--- src/rtl/psum_scratch_buffer_if.sv ---
// Controller <-> partial-sum scratchpad bus.
//
// Handshake semantics (single comment for the whole bus):
//   - wen / psum_ren / psum_clear are single-cycle request strobes sampled on
//     the rising clock edge; there is no ready back-pressure, the buffer always
//     accepts or drops within that edge (drops are reported through overflow).
//   - rvalid is the only "valid" on the return path: it is high for exactly
//     one cycle after an edge that performed a read, and rdata is meaningful
//     only while rvalid is high (it holds its last value otherwise).
//   - psum_empty / psum_full / count reflect the registered occupancy and so
//     describe the state the next edge will act on.
interface psum_scratch_buffer_if #(
  parameter int SCRATCH_WIDTH = 16,
  parameter int ADDR_LEN      = 4
);
  logic                     psum_clear;
  logic                     wen;
  logic [SCRATCH_WIDTH-1:0] wdata;
  logic                     accumulate;
  logic                     psum_ren;
  logic                     psum_same_addr;
  logic [SCRATCH_WIDTH-1:0] rdata;
  logic                     rvalid;
  logic                     psum_empty;
  logic                     psum_full;
  logic                     psum_done;
  logic [ADDR_LEN:0]        count;
  logic                     overflow;

  // Controller side: drives requests, observes status and read data.
  modport master (
    output psum_clear, wen, wdata, accumulate, psum_ren, psum_same_addr,
    input  rdata, rvalid, psum_empty, psum_full, psum_done, count, overflow
  );

  // Buffer side.
  modport slave (
    input  psum_clear, wen, wdata, accumulate, psum_ren, psum_same_addr,
    output rdata, rvalid, psum_empty, psum_full, psum_done, count, overflow
  );
endinterface

--- src/rtl/psum_scratch_buffer.sv ---
// Partial-sum scratchpad: circular FIFO of PE partial sums with in-place
// accumulation onto the newest entry, peek/pop reads and drain/overflow status.
module psum_scratch_buffer #(
  parameter int SCRATCH_DEPTH = 16,
  parameter int SCRATCH_WIDTH = 16,
  parameter int ADDR_LEN      = 4
) (
  input logic                  clk,
  input logic                  rst,
  psum_scratch_buffer_if.slave bus
);

  localparam logic [ADDR_LEN:0]   FULL_COUNT = (ADDR_LEN+1)'(SCRATCH_DEPTH);
  localparam logic [ADDR_LEN:0]   ONE_COUNT  = (ADDR_LEN+1)'(1);
  localparam logic [ADDR_LEN-1:0] PTR_ONE    = ADDR_LEN'(1);

  logic [SCRATCH_WIDTH-1:0] mem [SCRATCH_DEPTH];

  logic [ADDR_LEN-1:0]      rd_ptr;
  logic [ADDR_LEN-1:0]      wr_ptr;
  logic [ADDR_LEN-1:0]      last_ptr;
  logic [ADDR_LEN:0]        count_q;
  logic [ADDR_LEN:0]        count_next;
  logic [SCRATCH_WIDTH-1:0] rdata_q;
  logic                     rvalid_q;
  logic                     done_q;
  logic                     overflow_q;

  logic                     is_empty;
  logic                     is_full;
  logic                     is_one;
  logic                     do_read;
  logic                     do_pop;
  logic                     acc_in_place;
  logic                     push_req;
  logic                     push_ok;
  logic                     push_drop;
  logic                     drain;
  logic [SCRATCH_WIDTH-1:0] acc_sum;

  // Status is derived from the registered count only.
  assign is_empty = (count_q == '0);
  assign is_full  = (count_q == FULL_COUNT);
  assign is_one   = (count_q == ONE_COUNT);

  // Newest entry sits just behind the write pointer; wrap is free with
  // a power-of-two depth.
  assign last_ptr = wr_ptr - PTR_ONE;
  assign acc_sum  = mem[last_ptr] + bus.wdata;

  // Request decode for the current edge.
  always_comb begin
    do_read      = bus.psum_ren && !is_empty;
    do_pop       = do_read && !bus.psum_same_addr;
    // Accumulating onto the single entry that is being popped would lose the
    // sum, so that case degrades into a push of wdata.
    acc_in_place = bus.wen && bus.accumulate && !is_empty && !(is_one && do_pop);
    push_req     = bus.wen && !acc_in_place;
    // A pop in the same edge frees a slot, so a full buffer still accepts.
    push_ok      = push_req && (!is_full || do_pop);
    push_drop    = push_req && is_full && !do_pop;
    drain        = do_pop && is_one && !push_ok;
  end

  // Occupancy update: push and pop in one edge cancel out.
  always_comb begin
    count_next = count_q;
    case ({push_ok, do_pop})
      2'b10:   count_next = count_q + ONE_COUNT;
      2'b01:   count_next = count_q - ONE_COUNT;
      default: count_next = count_q;
    endcase
  end

  // Control state: async reset, then synchronous flush, then normal operation.
  always_ff @(posedge clk or posedge rst) begin
    if (rst) begin
      rd_ptr     <= '0;
      wr_ptr     <= '0;
      count_q    <= '0;
      rdata_q    <= '0;
      rvalid_q   <= 1'b0;
      done_q     <= 1'b0;
      overflow_q <= 1'b0;
    end else if (bus.psum_clear) begin
      // rdata keeps its last value; it is only meaningful with rvalid anyway.
      rd_ptr     <= '0;
      wr_ptr     <= '0;
      count_q    <= '0;
      rvalid_q   <= 1'b0;
      done_q     <= 1'b0;
      overflow_q <= 1'b0;
    end else begin
      rvalid_q <= do_read;
      if (do_read) begin
        rdata_q <= mem[rd_ptr];
      end
      if (do_pop) begin
        rd_ptr <= rd_ptr + PTR_ONE;
      end
      if (push_ok) begin
        wr_ptr <= wr_ptr + PTR_ONE;
      end
      if (push_drop) begin
        overflow_q <= 1'b1;
      end
      count_q <= count_next;
      done_q  <= drain;
    end
  end

  // Storage array: no reset, contents are don't-care after reset or flush.
  // A read of the same entry in this edge sees the pre-write value.
  always_ff @(posedge clk) begin
    if (!rst && !bus.psum_clear) begin
      if (push_ok) begin
        mem[wr_ptr] <= bus.wdata;
      end else if (acc_in_place) begin
        mem[last_ptr] <= acc_sum;
      end
    end
  end

  assign bus.rdata      = rdata_q;
  assign bus.rvalid     = rvalid_q;
  assign bus.psum_done  = done_q;
  assign bus.overflow   = overflow_q;
  assign bus.count      = count_q;
  assign bus.psum_empty = is_empty;
  assign bus.psum_full  = is_full;

endmodule

--- src/flat_wrapper.sv ---
// flat-port wrapper written by rule: the top's interface ports become plain ports
module psum_scratch_buffer_flat 
#(
  parameter int SCRATCH_DEPTH = 16,
  parameter int SCRATCH_WIDTH = 16,
  parameter int ADDR_LEN      = 4
)
  (clk, rst, bus_psum_clear, bus_wen, bus_wdata, bus_accumulate, bus_psum_ren, bus_psum_same_addr, bus_rdata, bus_rvalid, bus_psum_empty, bus_psum_full, bus_psum_done, bus_count, bus_overflow);
  psum_scratch_buffer_if #(.SCRATCH_WIDTH(SCRATCH_WIDTH), .ADDR_LEN(ADDR_LEN)) bus_i ();
  input logic clk;
  input logic rst;
  input wire logic [$bits(bus_i.psum_clear)-1:0] bus_psum_clear;
  input wire logic [$bits(bus_i.wen)-1:0] bus_wen;
  input wire logic [$bits(bus_i.wdata)-1:0] bus_wdata;
  input wire logic [$bits(bus_i.accumulate)-1:0] bus_accumulate;
  input wire logic [$bits(bus_i.psum_ren)-1:0] bus_psum_ren;
  input wire logic [$bits(bus_i.psum_same_addr)-1:0] bus_psum_same_addr;
  output wire logic [$bits(bus_i.rdata)-1:0] bus_rdata;
  output wire logic [$bits(bus_i.rvalid)-1:0] bus_rvalid;
  output wire logic [$bits(bus_i.psum_empty)-1:0] bus_psum_empty;
  output wire logic [$bits(bus_i.psum_full)-1:0] bus_psum_full;
  output wire logic [$bits(bus_i.psum_done)-1:0] bus_psum_done;
  output wire logic [$bits(bus_i.count)-1:0] bus_count;
  output wire logic [$bits(bus_i.overflow)-1:0] bus_overflow;
  assign bus_i.psum_clear = bus_psum_clear;
  assign bus_i.wen = bus_wen;
  assign bus_i.wdata = bus_wdata;
  assign bus_i.accumulate = bus_accumulate;
  assign bus_i.psum_ren = bus_psum_ren;
  assign bus_i.psum_same_addr = bus_psum_same_addr;
  assign bus_rdata = bus_i.rdata;
  assign bus_rvalid = bus_i.rvalid;
  assign bus_psum_empty = bus_i.psum_empty;
  assign bus_psum_full = bus_i.psum_full;
  assign bus_psum_done = bus_i.psum_done;
  assign bus_count = bus_i.count;
  assign bus_overflow = bus_i.overflow;
  psum_scratch_buffer #(.SCRATCH_DEPTH(SCRATCH_DEPTH), .SCRATCH_WIDTH(SCRATCH_WIDTH), .ADDR_LEN(ADDR_LEN)) u_core (.clk(clk), .rst(rst), .bus(bus_i));
endmodule
--- config.mk ---
export PLATFORM = sky130hd
export DESIGN_NAME = psum_scratch_buffer_flat
export DESIGN_NICKNAME = d
export VERILOG_FILES = /design/src/rtl/psum_scratch_buffer_if.sv /design/src/rtl/psum_scratch_buffer.sv /design/src/flat_wrapper.sv
export SDC_FILE = /design/constraint.sdc
export NUM_CORES = 1
export LEC_CHECK = 0
export CORE_MARGIN = 4
export CORE_UTILIZATION = 64
export CTS_CLUSTER_SIZE = 14
export DETAILED_ROUTE_END_ITERATION = 6
export DONT_BUFFER_PORTS = 1
export GPL_ROUTABILITY_DRIVEN = 0
export PLACE_DENSITY = 0.8
export SETUP_SLACK_MARGIN = 0.15
export SYNTH_ARGS = -nofsm -noshare
export SYNTH_HDL_FRONTEND = slang
export SYNTH_SLANG_ARGS = --single-unit
export TNS_END_PERCENT = 30
--- constraint.sdc ---
create_clock -name clk -period 7 [get_ports clk]
set_input_delay 1.05 -clock clk [delete_from_list [all_inputs] [get_ports clk]]
set_output_delay 1.05 -clock clk [all_outputs]
set_load 0.005 [all_outputs]
==> out/qor.yml, run 1 <==
sta:
  setup-tns-final_ps: 0
  finalHoldViolations: 0
  setup_ws_ps: 1460
  period_minus_slack_ps: 5540
  finalCritPeriodShare: 0.791
  finalSetupViolations: 0
  worstMarginPinSlew_ps: 1020
  timing.final.max_slew_violations: 0
  clock.fmax_mhz: 181
  grt_setup_unrepaired: "false"
  clock-skew-final_ps: 16.3
  max_slew_margin: 0.320
clocking:
  post_cts_hold_buffer_count: 0
  clockRootBuffer: "sky130_fd_sc_hd__clkbuf_16"
  tritoncts: "done"
  cts_post_setup_buffers_inserted: 0
  max-clock-path-buffers: 3
  post_cts_resized: 0
  cts_sinks: 288
  clk_transition_reported_paths_ps: 60
  worstSkewPairLatency_ps: 550
  cts_max_level: 1
  number_of_cts_inserted_buffers: 30
global_route:
  pin_count_of_the_biggest_net_entering_global_routing: 68
  number_of_global_route_vias_before_repair: 8306
  grt_use_total: 0.297
  grt_antenna_before_repair: 0
  grt_overflow: 0
  wire_length_of_the_first_global_routing_pass_um: 53100
final_layout:
  antenna_diode_count: 0
  finalInstanceArea_um2: 15600
  drive_gt1_frac: 0.363
  final_net_count: 834
  area.growth.synth_to_final_pct: 10.3
power_and_ir_drop:
  cellPowerDensity_nw_per_um2: 319
  proportion_of_power_drawn_by_combinational_gates: 0.272
  seq_power_share: 0.414
  pwr-share-clk: 0.314
  worst_ir_drop_vdd_uv: 323
  cellInternalPower_mw: 3.55
  power.net_switching_mw: 1.43
  power_leakage_nw: 5.06
  netSwitchingFraction: 0.287
synthesis:
  number_of_distinct_library_cells_after_synthesis: 55
  yosys_register_bits: 288
  post_synth_inst_count: 760
  syn-num-nets: 810
  ys.flop_type: "sky130_fd_sc_hd__edfxtp_1"
  postSynth.asyncResetShare: 0.111
  synth_area_per_cell_um2: 18.6
  number_of_enable_type_register_cells_in_the_synthesized_netlist: 256
  portion_of_the_post_synthesis_area_used_by_sequential_elements: 0.599
  netlist_area_um2: 14200
  synth-warning-count: 0
worst_setup_path:
  critPathArrivalTime_ps: 5750
  timing.critical_path.fanout_max: 41
  timing_worst_setup_path_type: "reg -> reg"
  crit-reg2reg-capture: "u_core.mem[5][15]$_DFFE_PP_"
  start_kind: "register"
  critPathRequiredTime_ps: 7210
  cp-end-kind: "register"
  worstRegToRegCells: 12
  setup.reg_to_reg.worst_slack_ps: 1460
  worstReg2RegStart: "u_core.wr_ptr[0]$_DFFE_PP0P_"
drt:
  firstDrtPassIters: 7
  num_vias: 8242
  wire_length_per_cell_after_detailed_routing_um: 32.2
  drcViolationCount: 0
  drt_wl_total_um: 35000
  detail_route.iter0.violations: 1242
  antenna_left: 0
  via_per_inst: 7.58
floorplanning:
  ioPinCount: 49
  floorplan.rows: 54
  die_width_um: 157
  fp.dieArea_um2: 24600
  die_height_um: 157
  core_area_um2: 21800
  initial_utilization: 0.649
status:
  status: "finished clean"
placed_design:
  detailed_place_hpwl_um: 20700
  worst_slack_placed_ps: 1440
  detailed_place.area_um2: 14600
  placement.io_buffers: 0
run:
  max-cap-violations: 0
hold_path:
  holdCritPathClass: "in -> async"
## logic make-up (layout without fill, tap and decap cells)
family	after synthesis	after routing	synth area share
AOI/OAI and AO/OA	65	65	0.0300
DFF	288	288	0.599
and+or+nand+nor	123	123	0.0423
buffers and inverters	55	102	0.0193
muxes	179	179	0.269
adders and majority gates	27	27	0.0244
xor gates and xnor gates	23	23	0.0161
## per-stage QoR
step	hold slack, ps	utilization	instances	power [mW]
after CTS	366	0.716	1087	4.99
after global routing	381	0.716	1087	5.20
after global placement	520	0.671	1032	3.38
final	367	0.716	1087	4.98
after detailed placement	531	0.671	1032	3.43
after floorplan	486	-	760	3.12
## metal layers
metal | share of wire | vias up | global-route usage
li1 | - | 3229 | -
met3 | 0.13 | 74 | 0.0694
met5 | 0 | - | 0
met1 | 0.36 | 4254 | 0.434
met4 | 0.028 | 0 | 0.0876
met2 | 0.48 | 685 | 0.460
## placed cells by master, fill, tap and decap left out, types with 3 or more instances in the layout
cell,netlist,final
sky130_fd_sc_hd__mux4_2,159,159
sky130_fd_sc_hd__xor2_1,15,14
sky130_fd_sc_hd__clkbuf_1,20,5
sky130_fd_sc_hd__clkinv_2,0,4
sky130_fd_sc_hd__a21o_1,10,10
sky130_fd_sc_hd__edfxtp_1,256,256
sky130_fd_sc_hd__clkbuf_16,0,31
sky130_fd_sc_hd__nor2_2,1,17
sky130_fd_sc_hd__nand4_1,3,3
sky130_fd_sc_hd__bufinv_16,0,3
sky130_fd_sc_hd__nand3_1,8,7
sky130_fd_sc_hd__dfrtp_1,32,29
sky130_fd_sc_hd__a21oi_1,11,11
sky130_fd_sc_hd__inv_1,8,7
sky130_fd_sc_hd__o21ai_0,17,15
sky130_fd_sc_hd__nand2_1,35,35
sky130_fd_sc_hd__and3_1,3,3
sky130_fd_sc_hd__xnor2_1,6,6
sky130_fd_sc_hd__buf_4,3,39
sky130_fd_sc_hd__a31oi_1,7,7
sky130_fd_sc_hd__clkinvlp_4,0,3
sky130_fd_sc_hd__nor3b_1,3,3
sky130_fd_sc_hd__ha_1,26,25
sky130_fd_sc_hd__mux2i_1,3,3
sky130_fd_sc_hd__o211ai_1,4,4
sky130_fd_sc_hd__mux2_2,17,17
sky130_fd_sc_hd__nor2_1,43,27
sky130_fd_sc_hd__clkinv_1,0,7
sky130_fd_sc_hd__nor3_1,10,10
sky130_fd_sc_hd__nand2b_1,3,3
## worst max-delay path, cell delays in order (launching register included)
cell and delay [ps]:
sky130_fd_sc_hd__dfrtp_4 430, sky130_fd_sc_hd__buf_4 500, sky130_fd_sc_hd__buf_4 740, sky130_fd_sc_hd__mux4_2 610
sky130_fd_sc_hd__mux4_2 480, sky130_fd_sc_hd__ha_1 370, sky130_fd_sc_hd__a21oi_1 160, sky130_fd_sc_hd__o21ai_0 150
sky130_fd_sc_hd__a31oi_1 280, sky130_fd_sc_hd__a21oi_1 120, sky130_fd_sc_hd__or4_1 510, sky130_fd_sc_hd__nand2_1 100
sky130_fd_sc_hd__xor2_1 730
## worst max-delay path by stage
stage                                  from                      endpoint  slack (ps)
6_report       u_core.wr_ptr[0]$_DFFE_PP0P_   u_core.mem[5][15]$_DFFE_PP_        1460
5_1_grt        u_core.wr_ptr[0]$_DFFE_PP0P_   u_core.mem[1][15]$_DFFE_PP_        1000
4_1_cts        u_core.wr_ptr[0]$_DFFE_PP0P_   u_core.mem[5][15]$_DFFE_PP_        1430
3_5_place_dp   u_core.wr_ptr[0]$_DFFE_PP0P_  u_core.mem[13][12]$_DFFE_PP_        1440
3_3_place_gp   u_core.wr_ptr[0]$_DFFE_PP0P_  u_core.mem[11][15]$_DFFE_PP_        1690
2_1_floorplan  u_core.wr_ptr[0]$_DFFE_PP0P_   u_core.mem[0][12]$_DFFE_PP_        1530
## cell usage after synthesis, types with 4 or more instances
library cell	count	share of area
sky130_fd_sc_hd__mux2_2	17	0.014
sky130_fd_sc_hd__edfxtp_1	256	0.54
sky130_fd_sc_hd__nand2_1	35	0.0093
sky130_fd_sc_hd__o211ai_1	4	0.0021
sky130_fd_sc_hd__a21o_1	10	0.0053
sky130_fd_sc_hd__o21ai_0	17	0.0060
sky130_fd_sc_hd__buf_2	9	0.0032
sky130_fd_sc_hd__nor2_1	43	0.011
sky130_fd_sc_hd__a31oi_1	7	0.0031
sky130_fd_sc_hd__buf_6	6	0.0048
sky130_fd_sc_hd__a21oi_1	11	0.0039
sky130_fd_sc_hd__ha_1	26	0.023
sky130_fd_sc_hd__mux4_2	159	0.25
sky130_fd_sc_hd__xor2_1	15	0.0093
sky130_fd_sc_hd__nand3_1	8	0.0028
sky130_fd_sc_hd__nor3_1	10	0.0035
sky130_fd_sc_hd__dfrtp_1	32	0.057
sky130_fd_sc_hd__buf_1	9	0.0024
sky130_fd_sc_hd__clkbuf_1	20	0.0053
sky130_fd_sc_hd__inv_1	8	0.0021
sky130_fd_sc_hd__xnor2_1	6	0.0037
## flip-flops by register name, indices dropped and copies added (netlist names)
signal                flops
u_core.bus.rvalid         1
u_core.bus.overflow       1
u_core.bus.count          5
u_core.mem              256
u_core.bus.rdata         16
u_core.bus.psum_done      1
u_core.rd_ptr             4
u_core.wr_ptr             4
## layout make-up
cell class	instances	area, um^2
Fill cell	1254	6210
Clock inverter	19	181
Sequential cell	288	8500
Timing Repair Buffer	39	293
Tap cell	280	350
Multi-Input combinational cell	417	5470
Clock buffer	36	795
Inverter	8	30.0
## power by group through the flow
stage | registers [mW] | clock network (mW) | logic (mW)
2_1_floorplan | 2.06 | 0 | 1.06
3_3_place_gp | 2.10 | 0 | 1.28
3_5_place_dp | 2.10 | 0 | 1.32
4_1_cts | 2.07 | 1.58 | 1.34
5_1_grt | 2.08 | 1.67 | 1.45
6_report | 2.06 | 1.57 | 1.35
(Power assumes the default switching activity.)
==> run 2: changes to the inputs <==
==> constraint.sdc (replaced) <==
create_clock -name clk -period 5.81 [get_ports clk]
set_input_delay 0.8715 -clock clk [delete_from_list [all_inputs] [get_ports clk]]
set_output_delay 0.8715 -clock clk [all_outputs]
set_load 0.005 [all_outputs]
==> out/qor.yml, run 2 (same netlist as run 1, synthesis figures left out) <==
final_layout:
  stdcell_count: 1091
  finish.utilization: 0.725
  finalInstanceArea_um2: 15800
  registers.top_by_ff_count: "u_core.mem"
  largest_reg_flops: 256
  antenna_diode_count: 0
  drive_gt1_frac: 0.374
  layout_commonest_cell: "sky130_fd_sc_hd__edfxtp_1"
  final_cell_mix: "256 x sky130_fd_sc_hd__edfxtp_1, 159 x sky130_fd_sc_hd__mux4_2, 41 x sky130_fd_sc_hd__buf_4"
  area.growth.synth_to_final_pct: 11.7
  final_net_count: 837
global_route:
  pin_count_of_the_biggest_net_entering_global_routing: 51
  wire_length_of_the_first_global_routing_pass_um: 54000
  number_of_global_route_vias_before_repair: 8444
  grt_use_total: 0.302
  grt_overflow: 0
  grt_antenna_before_repair: 1
drt:
  wire_length_per_cell_after_detailed_routing_um: 32.8
  via_per_inst: 7.55
  detail_route.iter0.violations: 1163
  drt_wl_total_um: 35800
  met1_layer_wirelength_in_the_final_routing_um: 12200
  num_vias: 8239
  routed-wl-met2_um: 17800
  wl_met3_um: 4300
  antenna_left: 0
  firstDrtPassIters: 7
  drcViolationCount: 0
  topRoutingLayerUsed: "met5"
sta:
  timing.final.max_slew_violations: 0
  worstMarginPinSlew_ps: 1040
  finalHoldViolations: 0
  grt_setup_unrepaired: "false"
  setup_ws_ps: 741
  clock.fmax_mhz: 197
  setup-tns-final_ps: 0
  finalSetupViolations: 0
  max_slew_margin: 0.300
  clock-skew-final_ps: 15.1
  hold-worst-slack_ps: 39.3
  finalCritPeriodShare: 0.872
  period_minus_slack_ps: 5070
worst_setup_path:
  worstReg2RegStart: "u_core.wr_ptr[1]$_DFFE_PP0P_"
  cp-end-kind: "register"
  worstRegToRegCells: 13
  timing_worst_setup_path_type: "reg -> reg"
  critPathRequiredTime_ps: 6100
  timing.critical_path.cells: "inv_1, ha_2, buf_4, mux4_2, mux4_2, ha_1, a21oi_1, o21ai_0, a31oi_1, a21oi_1, or4_1, nand2_1, xor2_2"
  cp_slowest_cell: "sky130_fd_sc_hd__buf_4"
  timing.critical_path.slowest_cell_delay_ps: 560
  critical_path.top_delay_family: "multiplexers"
  critical_path_buf_inv_count: 2
  critPathArrivalTime_ps: 5360
  setup.reg_to_reg.worst_slack_ps: 740
  timing.critical_path.fanout_max: 43
  crit-reg2reg-capture: "u_core.mem[4][15]$_DFFE_PP_"
  start_kind: "register"
clocking:
  number_of_cts_inserted_buffers: 30
  post_cts_resized: 0
  cts_max_level: 1
  post_cts_hold_buffer_count: 0
  clk_transition_reported_paths_ps: 60
  clockRootBuffer: "sky130_fd_sc_hd__clkbuf_16"
  tritoncts: "done"
  cts_sinks: 288
  worstSkewPairLatency_ps: 570
  cts_post_setup_buffers_inserted: 0
  max-clock-path-buffers: 3
floorplanning:
  ioPinCount: 49
  floorplan.rows: 54
  fp.dieArea_um2: 24600
  die_width_um: 157
  initial_utilization: 0.649
  die_height_um: 157
  core_area_um2: 21800
placed_design:
  worst_slack_placed_ps: 573
  placement.io_buffers: 0
  detailed_place.area_um2: 14700
  detailed_place_hpwl_um: 21000
  post_place_cells: 1035
power_and_ir_drop:
  netSwitchingFraction: 0.280
  seq_power_share: 0.401
  cellInternalPower_mw: 4.52
  worst_ir_drop_vdd_uv: 307
  pwr-share-clk: 0.340
  proportion_of_power_drawn_by_combinational_gates: 0.259
  cellPowerDensity_nw_per_um2: 397
  power.net_switching_mw: 1.76
  totalPowerFinal_mw: 6.28
  power_leakage_nw: 5.15
status:
  status: "finished clean"
hold_path:
  holdCritPathClass: "in -> async"
run:
  max-cap-violations: 0
run 2: changes by cell type in the layout (fill, tap and decap cells not counted), sizes merged:
cell | previous run | this run
inv | 9 | 7
bufinv | 3 | 8
clkinv | 12 | 11
clkbuf | 36 | 35
buf | 39 | 42
run 2: worst max-delay path by stage:
| stage | start | endpoint | slack (ps) | depth (start not counted) |
|---|---|---|---|---|
| 6_report | u_core.wr_ptr[1]$_DFFE_PP0P_ | u_core.mem[4][15]$_DFFE_PP_ | 740 | 13 |
| 5_1_grt | u_core.wr_ptr[1]$_DFFE_PP0P_ | u_core.mem[4][15]$_DFFE_PP_ | 480 | 13 |
| 4_1_cts | u_core.wr_ptr[1]$_DFFE_PP0P_ | u_core.mem[4][15]$_DFFE_PP_ | 500 | 13 |
| 3_5_place_dp | u_core.wr_ptr[1]$_DFFE_PP0P_ | u_core.mem[14][15]$_DFFE_PP_ | 570 | 13 |
| 3_3_place_gp | u_core.wr_ptr[1]$_DFFE_PP0P_ | u_core.mem[6][15]$_DFFE_PP_ | 760 | 13 |
| 2_1_floorplan | u_core.wr_ptr[0]$_DFFE_PP0P_ | u_core.mem[0][12]$_DFFE_PP_ | 340 | 17 |
run 2: routing by layer:
metal / global-route usage / vias to the layer above
met1: 0.417 / 4264
met4: 0.104 / 2
li1: - / 3233
met5: 0 / -
met3: 0.0791 / 110
met2: 0.478 / 630
run 2: power groups by stage:
stage	Combinational (mW)	Sequential [mW]	Clock, mW
after floorplan	1.28	2.48	0
after global placement	1.54	2.56	0
after detailed placement	1.59	2.56	0
after CTS	1.61	2.52	2.15
after global routing	1.75	2.54	2.25
final	1.63	2.52	2.14
run 2: worst reg2reg max path, delay by kind of cell (launching register included):
family / cells / cell delay [ps]
compound gates: 4 / 660
xor+xnor: 1 / 480
fa+ha+maj: 2 / 860
buf+inv: 2 / 720
flops: 1 / 480
mux: 2 / 940
simple gates: 2 / 650
run 2: layout make-up:
| class | instances | area, um^2 |
|---|---|---|
| clock buffers | 35 | 779 |
| clock inverters | 21 | 350 |
| fillers | 1240 | 6010 |
| inverters | 8 | 30.0 |
| multi-input cells | 417 | 5480 |
| flip-flops and latches | 288 | 8500 |
| well taps | 280 | 350 |
| repair buffers | 42 | 328 |
